--- config.mk ---
export PLATFORM = sky130hd
export DESIGN_NAME = vga_timing_gen_flat
export DESIGN_NICKNAME = d
export VERILOG_FILES = /design/src/rtl/vga_timing_if.sv /design/src/rtl/vga_timing_gen.sv /design/src/flat_wrapper.sv
export SDC_FILE = /design/constraint.sdc
export NUM_CORES = 1
export LEC_CHECK = 0
export ABC_AREA = 1
export BUFFER_PORTS_ARGS = -buffer_cell sky130_fd_sc_hd__buf_2
export CAP_MARGIN = 20
export CORE_MARGIN = 1
export CORE_UTILIZATION = 55
export CTS_BUF_LIST = sky130_fd_sc_hd__clkbuf_16
export DETAILED_ROUTE_END_ITERATION = 6
export PLACE_DENSITY = 0.78
export RECOVER_POWER = 100
export SYNTH_ARGS = -nofsm -noshare
export SYNTH_HDL_FRONTEND = slang
export SYNTH_SLANG_ARGS = --single-unit
--- constraint.sdc ---
create_clock -name clk -period 4.75 [get_ports clk]
set_input_delay 0.475 -clock clk [delete_from_list [all_inputs] [get_ports clk]]
set_output_delay 0.475 -clock clk [all_outputs]
set_load 0.05 [all_outputs]
--- src/rtl/vga_timing_if.sv ---
// Pixel-enable/restart inputs and the raster position/sync outputs of the VGA timing generator.
// The master modport is the generator; the slave modport is the consumer or stimulus side.
interface vga_timing_if #(
  parameter int CW = 12
);
  logic          pix_en;
  logic          sync_clr;
  logic [CW-1:0] h_count;
  logic [CW-1:0] v_count;
  logic          hsync;
  logic          vsync;
  logic          active;
  logic          line_end;
  logic          frame_end;

  modport master (
    input  pix_en, sync_clr,
    output h_count, v_count, hsync, vsync, active, line_end, frame_end
  );

  modport slave (
    output pix_en, sync_clr,
    input  h_count, v_count, hsync, vsync, active, line_end, frame_end
  );
endinterface

--- src/rtl/vga_timing_gen.sv ---
// VGA raster timing generator: pixel/line counters plus registered sync, active and end strobes
// that are derived from the next counter values so they line up with the counters they accompany.
module vga_timing_gen #(
  parameter int H_ACTIVE = 640,
  parameter int H_FP     = 16,
  parameter int H_SYNC   = 96,
  parameter int H_BP     = 48,
  parameter int V_ACTIVE = 480,
  parameter int V_FP     = 10,
  parameter int V_SYNC   = 2,
  parameter int V_BP     = 33,
  parameter bit HS_POL   = 1'b0,
  parameter bit VS_POL   = 1'b0,
  parameter int CW       = 12
) (
  input  logic          clk,
  input  logic          rst,
  vga_timing_if.master  bus
);
  localparam int H_TOTAL = H_ACTIVE + H_FP + H_SYNC + H_BP;
  localparam int V_TOTAL = V_ACTIVE + V_FP + V_SYNC + V_BP;

  if (H_ACTIVE == 0 || H_FP == 0 || H_SYNC == 0 || H_BP == 0 ||
      V_ACTIVE == 0 || V_FP == 0 || V_SYNC == 0 || V_BP == 0 ||
      (2 ** CW) < H_TOTAL || (2 ** CW) < V_TOTAL) begin : g_param_check
    $error("vga_timing_gen: zero timing parameter or CW too narrow for the totals");
  end

  localparam logic [CW-1:0] ONE      = CW'(1);
  localparam logic [CW-1:0] H_LAST   = CW'(H_TOTAL - 1);
  localparam logic [CW-1:0] V_LAST   = CW'(V_TOTAL - 1);
  localparam logic [CW-1:0] H_VIS    = CW'(H_ACTIVE);
  localparam logic [CW-1:0] V_VIS    = CW'(V_ACTIVE);
  localparam logic [CW-1:0] HS_START = CW'(H_ACTIVE + H_FP);
  localparam logic [CW-1:0] HS_STOP  = CW'(H_ACTIVE + H_FP + H_SYNC - 1);
  localparam logic [CW-1:0] VS_START = CW'(V_ACTIVE + V_FP);
  localparam logic [CW-1:0] VS_STOP  = CW'(V_ACTIVE + V_FP + V_SYNC - 1);

  logic [CW-1:0] h_reg, h_next;
  logic [CW-1:0] v_reg, v_next;
  logic          hsync_reg, vsync_reg, active_reg, line_end_reg, frame_end_reg;
  logic          hs_win_next, vs_win_next;

  // ">=" rather than "==" so a corrupted counter falls back to 0 on the next enabled edge.
  always_comb begin
    h_next = h_reg;
    v_next = v_reg;
    if (bus.sync_clr) begin
      h_next = '0;
      v_next = '0;
    end else if (bus.pix_en) begin
      if (h_reg >= H_LAST) begin
        h_next = '0;
        v_next = (v_reg >= V_LAST) ? '0 : v_reg + ONE;
      end else begin
        h_next = h_reg + ONE;
        if (v_reg > V_LAST) begin
          v_next = '0;
        end
      end
    end
  end

  assign hs_win_next = (h_next >= HS_START) && (h_next <= HS_STOP);
  assign vs_win_next = (v_next >= VS_START) && (v_next <= VS_STOP);

  always_ff @(posedge clk or posedge rst) begin
    if (rst) begin
      h_reg         <= '0;
      v_reg         <= '0;
      hsync_reg     <= ~HS_POL;
      vsync_reg     <= ~VS_POL;
      active_reg    <= 1'b1;
      line_end_reg  <= 1'b0;
      frame_end_reg <= 1'b0;
    end else begin
      h_reg         <= h_next;
      v_reg         <= v_next;
      hsync_reg     <= hs_win_next ? HS_POL : ~HS_POL;
      vsync_reg     <= vs_win_next ? VS_POL : ~VS_POL;
      active_reg    <= (h_next < H_VIS) && (v_next < V_VIS);
      line_end_reg  <= (h_next == H_LAST);
      frame_end_reg <= (h_next == H_LAST) && (v_next == V_LAST);
    end
  end

  assign bus.h_count   = h_reg;
  assign bus.v_count   = v_reg;
  assign bus.hsync     = hsync_reg;
  assign bus.vsync     = vsync_reg;
  assign bus.active    = active_reg;
  assign bus.line_end  = line_end_reg;
  assign bus.frame_end = frame_end_reg;
endmodule

--- src/flat_wrapper.sv ---
// flat-port wrapper written by rule: the top's interface ports become plain ports
module vga_timing_gen_flat 
#(
  parameter int H_ACTIVE = 640,
  parameter int H_FP     = 16,
  parameter int H_SYNC   = 96,
  parameter int H_BP     = 48,
  parameter int V_ACTIVE = 480,
  parameter int V_FP     = 10,
  parameter int V_SYNC   = 2,
  parameter int V_BP     = 33,
  parameter bit HS_POL   = 1'b0,
  parameter bit VS_POL   = 1'b0,
  parameter int CW       = 12
)
  (clk, rst, bus_pix_en, bus_sync_clr, bus_h_count, bus_v_count, bus_hsync, bus_vsync, bus_active, bus_line_end, bus_frame_end);
  vga_timing_if #(.CW(CW)) bus_i ();
  input  logic clk;
  input  logic rst;
  input wire logic [$bits(bus_i.pix_en)-1:0] bus_pix_en;
  input wire logic [$bits(bus_i.sync_clr)-1:0] bus_sync_clr;
  output wire logic [$bits(bus_i.h_count)-1:0] bus_h_count;
  output wire logic [$bits(bus_i.v_count)-1:0] bus_v_count;
  output wire logic [$bits(bus_i.hsync)-1:0] bus_hsync;
  output wire logic [$bits(bus_i.vsync)-1:0] bus_vsync;
  output wire logic [$bits(bus_i.active)-1:0] bus_active;
  output wire logic [$bits(bus_i.line_end)-1:0] bus_line_end;
  output wire logic [$bits(bus_i.frame_end)-1:0] bus_frame_end;
  assign bus_i.pix_en = bus_pix_en;
  assign bus_i.sync_clr = bus_sync_clr;
  assign bus_h_count = bus_i.h_count;
  assign bus_v_count = bus_i.v_count;
  assign bus_hsync = bus_i.hsync;
  assign bus_vsync = bus_i.vsync;
  assign bus_active = bus_i.active;
  assign bus_line_end = bus_i.line_end;
  assign bus_frame_end = bus_i.frame_end;
  vga_timing_gen #(.H_ACTIVE(H_ACTIVE), .H_FP(H_FP), .H_SYNC(H_SYNC), .H_BP(H_BP), .V_ACTIVE(V_ACTIVE), .V_FP(V_FP), .V_SYNC(V_SYNC), .V_BP(V_BP), .HS_POL(HS_POL), .VS_POL(VS_POL), .CW(CW)) u_core (.clk(clk), .rst(rst), .bus(bus_i));
endmodule
==> impl_results.md, run 1 <==
- DRT Pass-1 Iters: 4
- # resized after CTS: 0
- Post-route DRC: 0
- WL/cell: ~13 um
- Yosys cell types: 31
- Hpwl dp: 3.482 mm
- Fmax: 393.8 MHz
- ANT cells: 0
- Final Max Slew Viols: 0
- Startpoint Class: register
- Req. time, crit path: just under 5000 ps
- Reg2Reg Setup Slack: 2210 ps
- Drt first-iter violations: 114
- Initial antenna violation count: 0
- Met3 Track Usage GR: 4.562%
- Max-slew headroom: between 30% and 40%
- Setup slack after layout: roughly 2200 ps
- # setup viols final: 0
- Vias in the first global route: 1789
- Leakage: 1.116 nW
- GRT busiest layer: met2
- Largest net degree at the start of global routing: 30
- Cell Area, Synth: between 2000 and 2500 um^2
- MaxCap Viol Count: 0
- Die ar.: ~4000 um^2
- Clock Path Buffers: 2
- Vias: 1932
- Vias per cell: 5.208
- Gr usage total: 26.77%
- Worst min path class: in2async
- Pre-CTS setup slack: 2665 ps
- Syn_nets: 297
- CTS tree: built
- GR Layer Usage met2: around 45%
- Area grow syn2layout: 13.60%
- Initial Util: roughly three fifths
- WL final: 4.796 mm
- TNS Setup: 0 ps
- Placeable Area: 3416 um^2
- Layout cells sized above 1: 11.38%
- Detail Route Antenna Nets: 0
- Peak VDD IR: between 0.0002 and 0.00025 V
- CTS Sinks: 29
- Largest area contributor in the netlist: dfrtp_1
- Met1 usage: 33.73%
- Critical path class: reg2reg
- CTS Buf Count: 5
- Yosys warnings: 0
- RePlAce Congestion: approximately 0.94
- FF+latch count, synth: 29
- First-pass GRT wire length: around 8.1 mm
- Final clock skew: 6.361 ps
- Async S/R FF share, synth: 100.0%
- Cells after Synth: 290
- Share of the synthesized area in the top cell type: between 30% and 40%
- Global route overflow: 0
- Avg Inst Size Synth: approximately 6.9 um^2
- Layout net count: 331
- Most frequent cell after synthesis: nand2_1
- Fin crit share: 53.46%
- Post-synth EDFFs: 0
- Clk_lat worst skew: around 270 ps
- RSZ-0062 raised after global routing: no
- Area post-placement: 2191 um^2
- Height of the die: 62.52 um
- Row Count: 21
- Pwr/cell area: 309.7 nW/um^2
- Hold_buf cts: 0
- Status: completed
- Crit path DAT: about 2800 ps
- Synth top cells by count: nand2_1 (68), nor2_1 (41), inv_1 (34)
- Synth area leaders: dfrtp_1 (32%), nand2_1 (13%), nand3_1 (8.2%)
- Setup repair bufs after CTS: 0
- Root Driver: clkbuf_16
- Crit. End Element: register
- IO buf count: 32
- Worst-Margin Slew: 906.5 ps
- Crit path max fanout: 13
- Final Hold Fails: 0
- Sequential fraction of the synthesis area: 36.21%
- Fin crit period: 2540 ps
- Post-synth top flop: dfrtp_1
- Worst-path clk slew: around 50 ps
- Final Instance Area: 2288 um^2
- Chip width: 62.52 um
- IO Pins: 33
- H-tree lvl count: 2
-- through the flow --
step           power (mW)  instances  util [%]  hold slack [ps]
2_1_floorplan      0.3489        290         -            550.9
3_3_place_gp       0.3700        362     64.14            547.4
3_5_place_dp       0.3709        362     64.14            555.1
4_1_cts            0.7150        370     68.90            498.2
5_1_grt            0.7374        371     67.00            285.2
6_report           0.7087        371     67.00            233.3
-- per-layer routing --
metal	share of wire [%]	vias to the layer above	wire length, um
li1	-	981	-
met1	45	899	2168
met2	49	45	2352
met3	3.8	7	180
met4	2.0	0	95
met5	0	-	0
-- final cells by class --
cell class / count / area [um^2]
Sequential cell: 29 / 729.5
Tap cell: 46 / 57.56
Fill cell: 330 / 1127
Timing Repair Buffer: 33 / 126.4
Multi-Input combinational cell: 213 / 1055
Inverter: 42 / 157.7
Clock inverter: 3 / 37.54
Clock buffer: 5 / 125.1
-- power by group --
group          total [mW]  switching [mW]  leakage [nW]  internal, mW
clock               0.343           0.101        0.0826         0.242
sequential          0.267          0.0115         0.386         0.256
combinational      0.0987          0.0751         0.647        0.0236
total               0.709           0.187          1.12         0.521
-- worst max-delay path: stages (launching register included) --
cell     delay, ps
dfrtp_1        410
ha_1           230
nand2_1         70
inv_1           70
nand2_1         70
nand2_1         80
nand2_2         70
nand2_1        280
nand2_1        320
inv_1          150
nor2_4         140
nand2_1         60
nor2_1         120
nand3_1         80
nor2_1         140
nand2_1         90
nor2_2          70
-- path summary, 6_finish.rpt --
check / startpoint / cells after the start / end
setup / recovery: u_core.bus.h_count[0] / 16 / u_core.bus.frame_end
hold reg to reg: u_core.bus.v_count[10] / 2 / u_core.bus.v_count[10]
setup reg to reg: u_core.bus.h_count[0] / 16 / u_core.bus.frame_end
min in group clk: u_core.bus.v_count[10] / 2 / u_core.bus.v_count[10]
hold / removal: rst / 2 / u_core.bus.h_count[7]
max in group asynchronous: rst / 3 / u_core.bus.h_count[11]
-- logic make-up (layout without fill, tap and decap cells) --
logic type | after synthesis | in the layout | synth area share [%]
DFF | 29 | 29 | 36.21
adders and majority gates | 3 | 3 | 1.864
and+or+nand+nor | 180 | 180 | 43.17
xor gates and xnor gates | 3 | 3 | 1.305
buffers and inverters | 48 | 83 | 9.875
AOI/OAI and AO/OA | 27 | 27 | 7.577
-- cells in the final DEF (no fill, tap or decap), types with 4 or more instances in the layout --
cell type   n
nand3b_1    4
a21oi_1    15
nor2_2      6
nand2_1    71
nand2_2     6
clkbuf_1   31
dfrtp_1    26
o21ai_0     5
nor2_1     44
clkbuf_16   5
inv_1      39
nand3_1    33
Power figures use the tool's default switching activity.
==> run 2, diff against run 1 <==
==> constraint.sdc (replaced) <==
create_clock -name clk -period 2.5 [get_ports clk]
set_input_delay 0.25 -clock clk [delete_from_list [all_inputs] [get_ports clk]]
set_output_delay 0.25 -clock clk [all_outputs]
set_load 0.05 [all_outputs]
==> impl_results.md, run 2 (synthesis results as in run 1) <==
- Status: finished with violations
- Failing checks: max-capacitance violations, max-slew violations
- IO Pins: 33
- IO buf count: 32
- # resized after CTS: 0
- RSZ-0062 raised after global routing: no
- Die ar.: 3909 um^2
- Chip width: approximately 63 um
- CTS tree: built
- TNS Setup: 0 ps
- Fmax: 469.1 MHz
- Root Driver: clkbuf_16
- Final Hold Fails: 0
- Worst-Margin Slew: 1556 ps
- # setup viols final: 0
- Vias in the first global route: 1843
- Height of the die: approximately 63 um
- Crit path max fanout: 13
- Worst-path clk slew: 50 ps
- Max-slew headroom: -3.742%
- Crit path DAT: 2330 ps
- Layout cells sized above 1: 12.00%
- Non-filler cells in the finished layout: 371
- Pwr/cell area: 584.1 nW/um^2
- Drt first-iter violations: 150
- Final Max Slew Viols: 30
- Clk_lat worst skew: around 270 ps
- WL/cell: 12.91 um
- Setup repair bufs after CTS: 0
- Global route overflow: 0
- Initial Util: 58.97%
- DRT Pass-1 Iters: 4
- Detail Route Antenna Nets: 0
- Most frequent cells in the layout: nand2_1 (71), nor2_1 (43), inv_1 (38)
- ANT cells: 0
- Clock Path Buffers: 2
- Vias: 1966
- Worst min path class: in2reg
- Layout net count: 331
- Startpoint Class: register
- Critical path class: reg2reg
- CTS Sinks: 29
- Vias per cell: 5.299
- RePlAce Congestion: 0.8686
- Largest net degree at the start of global routing: 30
- H-tree lvl count: 2
- Leakage: ~1.1 nW
- Fin crit share: 85.28%
- Req. time, crit path: 2700 ps
- Peak VDD IR: 0.0004201 V
- Post-route DRC: 0
- Final clock skew: about 5.5 ps
- Crit. End Element: register
- Initial antenna violation count: 0
- Commonest non-fill, non-tap cell in the layout: nand2_1
- MaxCap Viol Count: 1
- Row Count: 21
- Gr usage total: 26.66%
- WL final: 4.791 mm
- Placed cell count: 363
- Hpwl dp: 3.432 mm
- Hold_buf cts: 0
- Fin crit period: ~2100 ps
- First-pass GRT wire length: about 8.3 mm
- Area grow syn2layout: 14.04%
- CTS Buf Count: 5
- Placeable Area: 3416 um^2
run 2: worst paths after layout:
check | from | end | slack (ps) | depth (start not counted)
setup / recovery | u_core.bus.h_count[0] | u_core.bus.frame_end | 370 | 16
hold / removal | bus_sync_clr | u_core.bus.v_count[11] | 390 | 2
setup reg to reg | u_core.bus.h_count[0] | u_core.bus.frame_end | 370 | 16
hold reg to reg | u_core.bus.v_count[10] | u_core.bus.v_count[10] | 580 | 2
max in group asynchronous | rst | u_core.bus.v_count[0] | 1080 | 3
min in group asynchronous | rst | u_core.bus.v_count[6] | 520 | 3
run 2: worst max-delay path: stages, from the launching register on:
cell     delay [ps]
dfrtp_1         410
ha_1            220
nand2_1          60
inv_1            60
nand2_1          70
nand2_1          80
nand2_1         130
nand2_4         140
nand2_4         120
inv_1           110
nor2_4          130
nand2_1          60
nor2_1           90
nand3_1          80
nor2_2          130
nand2_1          80
nor2_2           70
run 2: stage by stage:
stage | worst slack, ps | util [%] | cell area (um^2) | power, mW | hold slack [ps]
after floorplan | 435.9 | - | 2014 | 0.6629 | 325.9
after global placement | 511.1 | 64.36 | 2198 | 0.7060 | 332.5
after detailed placement | 484.1 | 64.36 | 2198 | 0.7061 | 338.6
after CTS | 471.0 | 69.12 | 2361 | 1.355 | 61.84
after global routing | 122.0 | 67.25 | 2297 | 1.395 | 383.9
final | 368.1 | 67.25 | 2297 | 1.342 | 387.5
run 2: where the power goes:
part / total [mW] / switching, mW / internal (mW)
combinational: 0.187 / 0.143 / 0.0443
clock: 0.646 / 0.186 / 0.460
sequential: 0.508 / 0.0225 / 0.486
total: 1.34 / 0.352 / 0.990
run 2: cell type report:
type / count / area [um^2]
fillers: 328 / 1119
multi-input cells: 213 / 1062
flip-flops and latches: 29 / 729.5
inverters: 42 / 157.7
repair buffers: 33 / 127.6
clock buffers: 5 / 125.1
well taps: 46 / 57.56
clock inverters: 3 / 37.54
run 2: routing by layer:
| metal | part of all wire (%) | GRT usage, % | up-vias |
|---|---|---|---|
| met4 | 2.5 | 11.92 | 0 |
| met3 | 6.6 | 4.197 | 11 |
| li1 | - | - | 982 |
| met2 | 48 | 44.16 | 87 |
| met5 | 0 | 0 | - |
| met1 | 43 | 34.24 | 886 |
==> run 3, diff against run 2 <==
--- a/config.mk
+++ b/config.mk
@@ -6,14 +6,14 @@
 export NUM_CORES = 1
 export LEC_CHECK = 0
 export ABC_AREA = 1
-export BUFFER_PORTS_ARGS = -buffer_cell sky130_fd_sc_hd__buf_2
 export CAP_MARGIN = 20
 export CORE_MARGIN = 1
-export CORE_UTILIZATION = 55
+export CORE_UTILIZATION = 50
 export CTS_BUF_LIST = sky130_fd_sc_hd__clkbuf_16
 export DETAILED_ROUTE_END_ITERATION = 6
-export PLACE_DENSITY = 0.78
+export DONT_BUFFER_PORTS = 1
 export RECOVER_POWER = 100
+export SLEW_MARGIN = 20
 export SYNTH_ARGS = -nofsm -noshare
 export SYNTH_HDL_FRONTEND = slang
 export SYNTH_SLANG_ARGS = --single-unit
==> impl_results.md, run 3 (synthesis results as in run 1) <==
- Status: finished with violations
- Failing checks: max-capacitance violations, max-slew violations
- CP max stage delay: 490 ps
- Clock Path Buffers: 2
- Crit path DAT: 2380 ps
- Height of the die: 65.48 um
- Worst min path class: in2reg
- CTS tree: built
- Sequential power share: 40.4%
- Global route overflow: 0
- Crit. End Element: register
- Pwr/cell area: 553.7 nW/um^2
- TNS Setup: 0 ps
- Final Power: 1.251 mW
- Root Driver: clkbuf_16
- CTS Sinks: 29
- Crit path top cell by count: nand2_1
- Final Instance Area: between 2000 and 2500 um^2
- # resized after CTS: 0
- WL final: ~5.2 mm
- Layout net count: ~320
- Vias in the first global route: 1746
- Clk_lat worst skew: 270 ps
- Clock share of power: between 40% and 50%
- RePlAce Congestion: 0.8961
- Min-delay src: bus_sync_clr
- Net Switching: 0.3586 mW
- Critical path class: reg2reg
- Leakage: approximately 1.1 nW
- Slowest cell on crit path: clkbuf_1
- Peak VDD IR: 0.0004586 V
- First-pass GRT wire length: about 8.5 mm
- R2r worst-path depth: 12
- Max-slew headroom: -7.447%
- R2R Path End: u_core.bus.frame_end
- Drt first-iter violations: 173
- H-tree lvl count: 2
- # setup viols final: 0
- Final Max Slew Viols: 30
- Detail Route Antenna Nets: 0
- WL/cell: 14.20 um
- Initial antenna violation count: 0
- MaxCap Viol Count: 1
- Worst-Margin Slew: around 1600 ps
- IO buf count: 0
- Internal Power: 0.8919 mW
- Logic pwr share: 14.6%
- Die ar.: 4287 um^2
- Fill cell count: 378
- Area grow syn2layout: 12.11%
- DRT Pass-1 Iters: 4
- Vias: 1916
- Commonest non-fill, non-tap cell in the layout: nand2_1
- IO Pins: 33
- Gr usage total: between 20% and 30%
- Fin crit period: 2164 ps
- CTS Buf Count: 5
- Area post-placement: roughly 2200 um^2
- Req. time, crit path: 2710 ps
- Fmax: around 460 MHz
- Placeable Area: 3771 um^2
- Largest net degree at the start of global routing: 30
- Worst-path clk slew: roughly 50 ps
- Switching portion of total power: about 29%
- Row Count: 22
- Crit-path cells: clkbuf_1, inv_1, nor3_1, nand3_1, nand2_1, nand3b_1, nand2_1, nor2_1, nand3_1, nor2_2, nand2_1, nor2_2
- Final Hold Fails: 0
- Vias per cell: between 5 and 6
- Setup repair bufs after CTS: 0
- ANT cells: 0
- Most frequent cells in the layout: nand2_1 (72), nor2_1 (43), inv_1 (39)
- Initial Util: 53.42%
- Crit path max fanout: 4
- Reg2Reg Setup Slack: 340 ps
- R2R Path Start: u_core.bus.h_count[4]
- RSZ-0062 raised after global routing: no
- Startpoint Class: register
- Chip width: 65.48 um
- Hold-critical path endpoint: u_core.bus.h_count[1]
- Layout cells sized above 1: 11.75%
- Fin crit share: between 80% and 90%
- Post-route DRC: 0
- Final clock skew: 5.076 ps
- Hold path cells: 1
- Hpwl dp: 3.750 mm
==> run 3: stage by stage <==
step / utilization (%) / hold WS [ps] / worst slack [ps] / std cells
floorplan: - / 325.9 / 435.9 / 290
global placement: 58.29 / 233.5 / 490.5 / 354
detailed placement: 58.29 / 235.8 / 457.6 / 354
CTS: 62.24 / 38.75 / 456.9 / 363
global route: 59.89 / 33.26 / 124.3 / 363
finish: 59.89 / 41.64 / 335.7 / 363
==> run 3: worst max-delay path by stage <==
| stage | startpoint | cells after the start | slack (ps) | end |
|---|---|---|---|---|
| 2_1_floorplan | u_core.bus.h_count[0] | 15 | 440 | u_core.bus.active |
| 3_3_place_gp | u_core.bus.h_count[10] | 9 | 490 | u_core.bus.active |
| 3_5_place_dp | u_core.bus.h_count[1] | 16 | 460 | u_core.bus.frame_end |
| 4_1_cts | u_core.bus.h_count[1] | 13 | 460 | u_core.bus.active |
| 5_1_grt | u_core.bus.v_count[9] | 12 | 120 | u_core.bus.active |
| 6_report | u_core.bus.h_count[4] | 12 | 340 | u_core.bus.frame_end |
==> run 3: area by class of cell <==
cell class | count | area [um^2] | share of cell area [%]
inverters | 42 | 157.7 | 6.981
multi-input cells | 213 | 1065 | 47.15
clock inverters | 3 | 13.76 | 0.6094
flip-flops and latches | 29 | 729.5 | 32.30
clock buffers | 5 | 125.1 | 5.540
repair buffers | 23 | 107.6 | 4.765
well taps | 48 | 60.06 | 2.659
==> run 3: power by group through the flow <==
stage / Sequential (mW) / Clock [mW] / Combinational [mW]
after floorplan: 0.559 / 0 / 0.104
after global placement: 0.512 / 0 / 0.192
after detailed placement: 0.513 / 0 / 0.191
after CTS: 0.505 / 0.571 / 0.194
after global routing: 0.506 / 0.597 / 0.200
final: 0.505 / 0.563 / 0.183
==> run 3: critical path: cells and delay by family, from the launching register on <==
kind | cells | cell delay [ps]
AND/OR/NAND/NOR | 10 | 1120
flip-flops | 1 | 360
buffers and inverters | 2 | 620
==> run 3: per-layer routing <==
layer	wire [um]	vias up	GRT usage, %
met1	2465	877	38.50
li1	-	967	-
met3	450	2	8.681
met4	19	0	6.522
met5	0	-	0
met2	2218	70	38.53
==> run 3: repair_timing <==
item                                   4_1_cts  5_1_grt
setup endpoints to repair                    0        0
hold buffers                                 1        0
endpoints found under the hold margin       26        0
